--- config.mk ---
export PLATFORM = sky130hd
export DESIGN_NAME = prga_decrypt
export DESIGN_NICKNAME = d
export VERILOG_FILES = /design/src/rtl/prga_decrypt.sv
export SDC_FILE = /design/constraint.sdc
export NUM_CORES = 1
export LEC_CHECK = 0
export CORE_ASPECT_RATIO = 1.4
export CORE_MARGIN = 3
export CORE_UTILIZATION = 48
export DETAILED_ROUTE_END_ITERATION = 7
export PLACE_DENSITY = 0.77
export RECOVER_POWER = 50
export SYNTH_ARGS = -nofsm -noshare
export SYNTH_HDL_FRONTEND = slang
export SYNTH_SLANG_ARGS = --single-unit
--- constraint.sdc ---
create_clock -name clk -period 2.55 [get_ports clk]
set_clock_uncertainty 0.05 [all_clocks]
set_input_delay 0.51 -clock clk [delete_from_list [all_inputs] [get_ports clk]]
set_output_delay 0.51 -clock clk [all_outputs]
set_load 0.005 [all_outputs]
--- src/rtl/prga_decrypt.sv ---
// RC4 pseudo-random generation stage: walks i/j over the S-box RAM, swaps
// S[i]/S[j], and XORs the keystream byte into each encrypted ROM byte.
module prga_decrypt #(
  parameter int MSG_LEN = 32
) (
  input  logic       clk,
  input  logic       reset,
  input  logic       start,
  output logic       finished,
  output logic [7:0] s_address,
  input  logic [7:0] s_data_in,
  output logic [7:0] s_data_out,
  output logic       s_wren,
  output logic [4:0] rom_address,
  input  logic [7:0] rom_data,
  output logic [4:0] dec_address,
  output logic [7:0] dec_data,
  output logic       dec_wren
);

  localparam logic [3:0] IDLE     = 4'd0;
  localparam logic [3:0] RD_SI    = 4'd1;
  localparam logic [3:0] WAIT_SI  = 4'd2;
  localparam logic [3:0] LATCH_SI = 4'd3;
  localparam logic [3:0] WAIT_SJ  = 4'd4;
  localparam logic [3:0] LATCH_SJ = 4'd5;
  localparam logic [3:0] WR_I     = 4'd6;
  localparam logic [3:0] WR_J     = 4'd7;
  localparam logic [3:0] RD_F     = 4'd8;
  localparam logic [3:0] WAIT_F   = 4'd9;
  localparam logic [3:0] LATCH_F  = 4'd10;
  localparam logic [3:0] WR_DEC   = 4'd11;
  localparam logic [3:0] NEXT     = 4'd12;
  localparam logic [3:0] DONE     = 4'd13;

  localparam logic [4:0] LAST_K = 5'(MSG_LEN - 1);

  logic [3:0] state_q, state_d;
  logic [7:0] i_q, i_d;
  logic [7:0] j_q, j_d;
  logic [4:0] k_q, k_d;
  logic [7:0] si_q, si_d;
  logic [7:0] sj_q, sj_d;
  logic [7:0] f_q, f_d;
  logic [7:0] enc_q, enc_d;
  logic [7:0] idx_sum;

  // Index of the keystream byte; 8-bit add wraps mod 256 by construction.
  assign idx_sum = si_q + sj_q;

  // NOTE: every output and next-state variable gets a default at the top of
  // the block so no path leaves one unassigned, which would infer a latch.
  always_comb begin
    state_d     = state_q;
    i_d         = i_q;
    j_d         = j_q;
    k_d         = k_q;
    si_d        = si_q;
    sj_d        = sj_q;
    f_d         = f_q;
    enc_d       = enc_q;
    finished    = 1'b0;
    s_address   = 8'd0;
    s_data_out  = 8'd0;
    s_wren      = 1'b0;
    rom_address = k_q;
    dec_address = k_q;
    dec_data    = 8'd0;
    dec_wren    = 1'b0;

    case (state_q)
      IDLE: begin
        i_d = 8'd0;
        j_d = 8'd0;
        k_d = 5'd0;
        if (start) begin
          i_d     = 8'd1;
          state_d = RD_SI;
        end
      end
      RD_SI: begin
        s_address = i_q;
        state_d   = WAIT_SI;
      end
      WAIT_SI: begin
        s_address = i_q;
        state_d   = LATCH_SI;
      end
      LATCH_SI: begin
        si_d      = s_data_in;
        j_d       = j_q + s_data_in;
        s_address = j_d;
        state_d   = WAIT_SJ;
      end
      WAIT_SJ: begin
        s_address = j_q;
        state_d   = LATCH_SJ;
      end
      LATCH_SJ: begin
        s_address = j_q;
        sj_d      = s_data_in;
        state_d   = WR_I;
      end
      // When i == j both writes land on one address and S is left intact.
      WR_I: begin
        s_wren     = 1'b1;
        s_address  = i_q;
        s_data_out = sj_q;
        state_d    = WR_J;
      end
      WR_J: begin
        s_wren     = 1'b1;
        s_address  = j_q;
        s_data_out = si_q;
        state_d    = RD_F;
      end
      RD_F: begin
        s_address = idx_sum;
        state_d   = WAIT_F;
      end
      WAIT_F: begin
        s_address = idx_sum;
        state_d   = LATCH_F;
      end
      LATCH_F: begin
        s_address = idx_sum;
        f_d       = s_data_in;
        enc_d     = rom_data;
        state_d   = WR_DEC;
      end
      WR_DEC: begin
        dec_wren = 1'b1;
        dec_data = f_q ^ enc_q;
        state_d  = NEXT;
      end
      NEXT: begin
        if (k_q == LAST_K) begin
          state_d = DONE;
        end else begin
          k_d     = k_q + 5'd1;
          i_d     = i_q + 8'd1;
          state_d = RD_SI;
        end
      end
      DONE: begin
        finished = 1'b1;
        if (!start) state_d = IDLE;
      end
      default: state_d = IDLE;
    endcase
  end

  // NOTE: state flops use non-blocking assignments so every register samples
  // its _d value from the same pre-edge snapshot.
  // NOTE: all datapath registers are reset, so the combinational outputs
  // decoded from them collapse to zero the moment reset rises.
  always_ff @(posedge clk or posedge reset) begin
    if (reset) begin
      state_q <= IDLE;
      i_q     <= 8'd0;
      j_q     <= 8'd0;
      k_q     <= 5'd0;
      si_q    <= 8'd0;
      sj_q    <= 8'd0;
      f_q     <= 8'd0;
      enc_q   <= 8'd0;
    end else begin
      state_q <= state_d;
      i_q     <= i_d;
      j_q     <= j_d;
      k_q     <= k_d;
      si_q    <= si_d;
      sj_q    <= sj_d;
      f_q     <= f_d;
      enc_q   <= enc_d;
    end
  end

endmodule

; ---- Word level (Yosys, flattened, before mapping)
; Index checks and enable logic that the tools add are counted.
[word_totals]
register_bits = 57
input_bits = 19
output_inout_bits = 37
elab_cells = 55
[classes]
add_sub_neg = 4
eq_ne = 17
n_mux = 16
n_bitwise = 1
n_reduce_logical = 9
[ops]
columns = cell, count
row1 = case mux 4 bit (14 select lines), 1
row2 = case mux 8 bit (2 select lines), 3
row3 = case mux 8 bit (4 select lines), 1
row4 = equality test 4 bit (second input constant), 6
row5 = adder 8 bit, 2
row6 = equality test 4 x 3 -> 1 bit (second input constant), 4
row7 = 2-to-1 mux 8 bit, 2
row8 = 2-to-1 mux 4 bit, 3
row9 = case mux 5 bit (2 select lines), 1
row10 = OR reduction 3 bit, 3
row11 = adder 8 x 1 -> 8 bit (second input constant), 1
row12 = equality test 4 x 2 -> 1 bit (second input constant), 2
row13 = XOR 8 bit, 1
row14 = != test 2 bit (second input constant), 3
row15 = adder 5 x 1 -> 5 bit (second input constant), 1
row16 = equality test 5 bit (second input constant), 1
row17 = 2-to-1 mux 5 bit, 1
row18 = equality test 4 x 1 -> 1 bit (second input constant), 1
row19 = logical NOT 4 bit, 1
row20 = 2-to-1 mux 1 bit, 4
row21 = AND reduction 2 bit, 2
row22 = nonzero test 2 bit, 2
row23 = OR reduction 2 bit, 1

; ---- Logic depth before layout (Yosys ltp)
[depth]
word_depth = 3
ltp_mapped = 9

; ---- Worst setup path after synthesis
; Ideal clock, no wire load.
[synth_path]
path_type = input-to-output
startpoint = input s_data_in[0]
endpoint = output s_address[6]
arrival_time_ns = 1.910
path_slack_ns = 0.080
cell_stages = 6
n_path_buf = 0
cell_sequence = ha_1 fa_1 a21o_1 a41oi_1 mux2i_1 a211o_1
[synth_between]
elab_chain_len = 2
[synth_lines]
columns = element, line_no
row1 = "start, declared", 11  ; input logic [7:0] s_data_in,
row2 = adder 8 bit, 91  ; j_d = j_q + s_data_in;
row3 = case mux 8 bit (4 select lines), 71  ; case (state_q)
row4 = "end, declared", 10  ; output logic [7:0] s_address,
; Every way passes these cells.

; ---- Worst setup path in the final report
[layout_path]
startpoint = register j_q[1]
endpoint = output s_address[7]
[layout_between]
elab_chain_len = 2
[layout_lines]
columns = element, line_no
row1 = "start, declared", 40  ; logic [7:0] j_q, j_d;
row2 = "start signal, assigned", 170  ; j_q <= j_d;
row3 = adder 8 bit, 91
row4 = case mux 8 bit (4 select lines), 71
; Every way passes these cells.

==> results.cfg <==
[status]
status = finished, violations left
violations = setup timing

[cells_and_area]
antenna_cells = 0
fin_area_mm2 = 0.004951
drive_above_1_share_pct = 36.87
final_common_cell = buf_4
final_net_count = 486
finalNonFillerCells = 545
area_growth_pct = 44.63
mostFrequentLayoutCells = buf_4, dfrtp_1, clkdlybuf4s50_1

[sta]
finalCritPeriodShare_pct = 111.9
worst_slack_ps = -303.8
layout_min_cycle_time_ps = 2854
rsz0062_at_grt = true
setup_tns_ps = -1010
slew-limit-headroom_pct = 4.578
finalHoldViolCount = 0
holdWs_ps = 478.1
worstMarginPinSlew_ps = 1431
finalSetupViolCount = 8
drv_slew = 0
fmax_ghz = 0.3504

[logic_synthesis]
synth_enable_flop_cells = 0
yosys.area_share.simple_pct = 13.74
synth_area_leaders = dfrtp_1, mux2_2, ha_1, xnor2_1, nor2_1
syn_area_mm2 = 0.003423
synthMuxAreaShare_pct = 14.36
synthAdderAreaFrac_pct = 7.383
synth.avg_cell_area_um2 = 10.63
synth_top_family_by_area = multiplexers
synth_cell_types = 47
syn-instance-count = 322
synth_top_area_share_pct = 41.67
ys_seq_area_share_pct = 41.67
synth_seq_cells = 57
yosys_most_used_dff = dfrtp_1
synth-async-reset-ratio_pct = 100.0
synth-xor-area-share_pct = 6.396
synth_compound_gate_area_share_pct = 13.38
yosysWarningCount = 0
syn_nets = 360
yosysTopAreaCell = dfrtp_1

[detailed_routing]
antenna_left = 0
dr.first_iter.drc_count = 122
vias = 3017
wl_um = 9596
vias_per_cell = 5.536
drc = 0
wl_per_cell_um = 17.61
first_pass_iters = 4

[worst_setup_path]
worstSetupPathDepth = 7
cp.required_ps = 1990
crit_type = reg -> out
end_kind = primary output
cp_top_family = compound AO/OA/AOI/OAI gates
cp_slowest_cell = dfrtp_2
critPathArrivalTime_ps = 2290
startpoint_type = flop
slowest_delay_ps = 430
startpoint = j_q[1]$_DFFE_PP0P_
path_cells = ha_4, a211oi_4, nor2_2, a221oi_2, xnor2_1, a221o_1, buf_2
r2r_cells = 11
r2r_slack_ps = 100
cp.buffers_inverters = 1
r2r_start = j_q[1]$_DFFE_PP0P_
cp_max_fo = 2

[pwr]
clkPwrFrac_pct = 12.9
seqPwrFrac_pct = 25.7
leakage_nw = 2.366
vdd_drop_max_mv = 0.6411
power.internal_mw = 3.637
sw_frac_of_total_pct = 38.48
p_switching_mw = 2.275
power_frac_comb_pct = 61.4
power.density_mw_per_mm2 = 1194

[placement]
gp_congestion = 0.8452
placed_area_mm2 = 0.004417
place_inst = 508
portBuffers = 55
pre_cts_ws_ps = -1012
dp_hpwl_um = 6087

[global_route]
top_usage_layer = met2
overflow = 0
grt_pass1_wl_um = 16440
grt_max_degree = 58
grt_usage_pct = 25.73
grt_use_met2_pct = 45.92
met3_usage_pct = 6.610
grt_pass1_vias = 3357
globalRouteMet1Util_pct = 28.48
antenna_found_initial = 0

[run]
cap_viol_max_count = 0

[min_path]
hold_path_startpoint = f_q[1]$_DFFE_PP0N_
hold_path_class = reg -> reg
min_path_cells = 1

[clocking]
cts-root-buf = clkbuf_8
cts_tree = done
cts.sinks = 57
h-tree-depth = 3
clk_pin_slew_worst_paths_ps = 60
clk_latency_ps = 350
ctsHoldBuffers = 0
cts_made_buffers = 9
cts_buffer_depth = 2

[floorplanning]
core-area_mm2 = 0.006744
chipHeight_um = 105.9
rows = 35
dieArea_mm2 = 0.008196
ios = 56
die_x_um = 77.38
start_util_pct = 50.76
## sequential cells by signal, summed over array words and instances, names as in the netlist
signal,cells
enc_q,8
f_q,8
i_q,8
j_q,8
si_q,8
sj_q,8
dec_address,5
state_q,4
## stage by stage
step	utilization, %	total power, mW
after floorplan	-	3.247
after global placement	65.49	4.374
after detailed placement	65.49	4.456
after CTS	73.64	5.846
after global routing	73.41	6.330
final	73.41	5.912
## cells by family after synthesis
kind of cell    after synthesis
compound gates               60
xor+xnor                     25
fa+ha+maj                    19
buf+inv                      19
flops                        57
mux                          45
simple gates                 97
## per-layer routing
layer / vias up / wire length, um
li1: 1407 / -
met1: 1491 / 3781
met2: 104 / 5205
met3: 15 / 427
met4: 0 / 181
met5: - / 0
## cell usage after synthesis, types with 4 or more instances
master / number
dfrtp_1: 57
nor2_1: 34
mux2_2: 33
nand2_1: 27
xnor2_1: 18
ha_1: 17
mux2i_1: 12
a21o_1: 11
o21ai_0: 9
a22o_1: 8
a21oi_1: 7
buf_4: 7
xor2_1: 7
buf_2: 6
nand2b_1: 5
nor3_1: 5
a221o_1: 4
inv_1: 4
## power groups by stage
stage,registers [mW],clock network (mW),logic (mW)
6_report,1.52,0.761,3.63
3_5_place_dp,1.53,0,2.93
3_3_place_gp,1.50,0,2.87
2_1_floorplan,1.47,0,1.78
5_1_grt,1.57,0.824,3.94
4_1_cts,1.52,0.769,3.56
## worst reg2reg max path, stage by stage (launching register included)
cell and delay [ps]:
dfrtp_2 430, ha_4 260, a211oi_4 270, nor2_2 80
a221oi_2 300, xnor2_1 150, buf_4 150, buf_6 100
buf_6 100, buf_6 100, buf_6 100, a22o_4 230
## final cells by class
cell class,instances,area (um2)
timing repair buffer,129,1112
clock inverter,3,15.01
fill,483,1793
clock buffer,13,158.9
inverter,4,15.01
sequential,57,1428
tap,92,115.1
multi-input combinational,247,2107
## worst paths after layout
kind / end
setup / recovery: s_address[7]
hold / removal: f_q[1]$_DFFE_PP0N_
setup reg to reg: j_q[7]$_DFFE_PP0P_
hold reg to reg: f_q[1]$_DFFE_PP0N_
max in group asynchronous: j_q[1]$_DFFE_PP0P_
min in group asynchronous: i_q[5]$_DFFE_PP0P_
## timing repair
item	CTS	global route
cloned	1	0
pin swaps	37	12
endpoints found under the setup margin	17	17
buffers inserted	23	2
gates resized for setup	91	11
(Power assumes the default switching activity.)
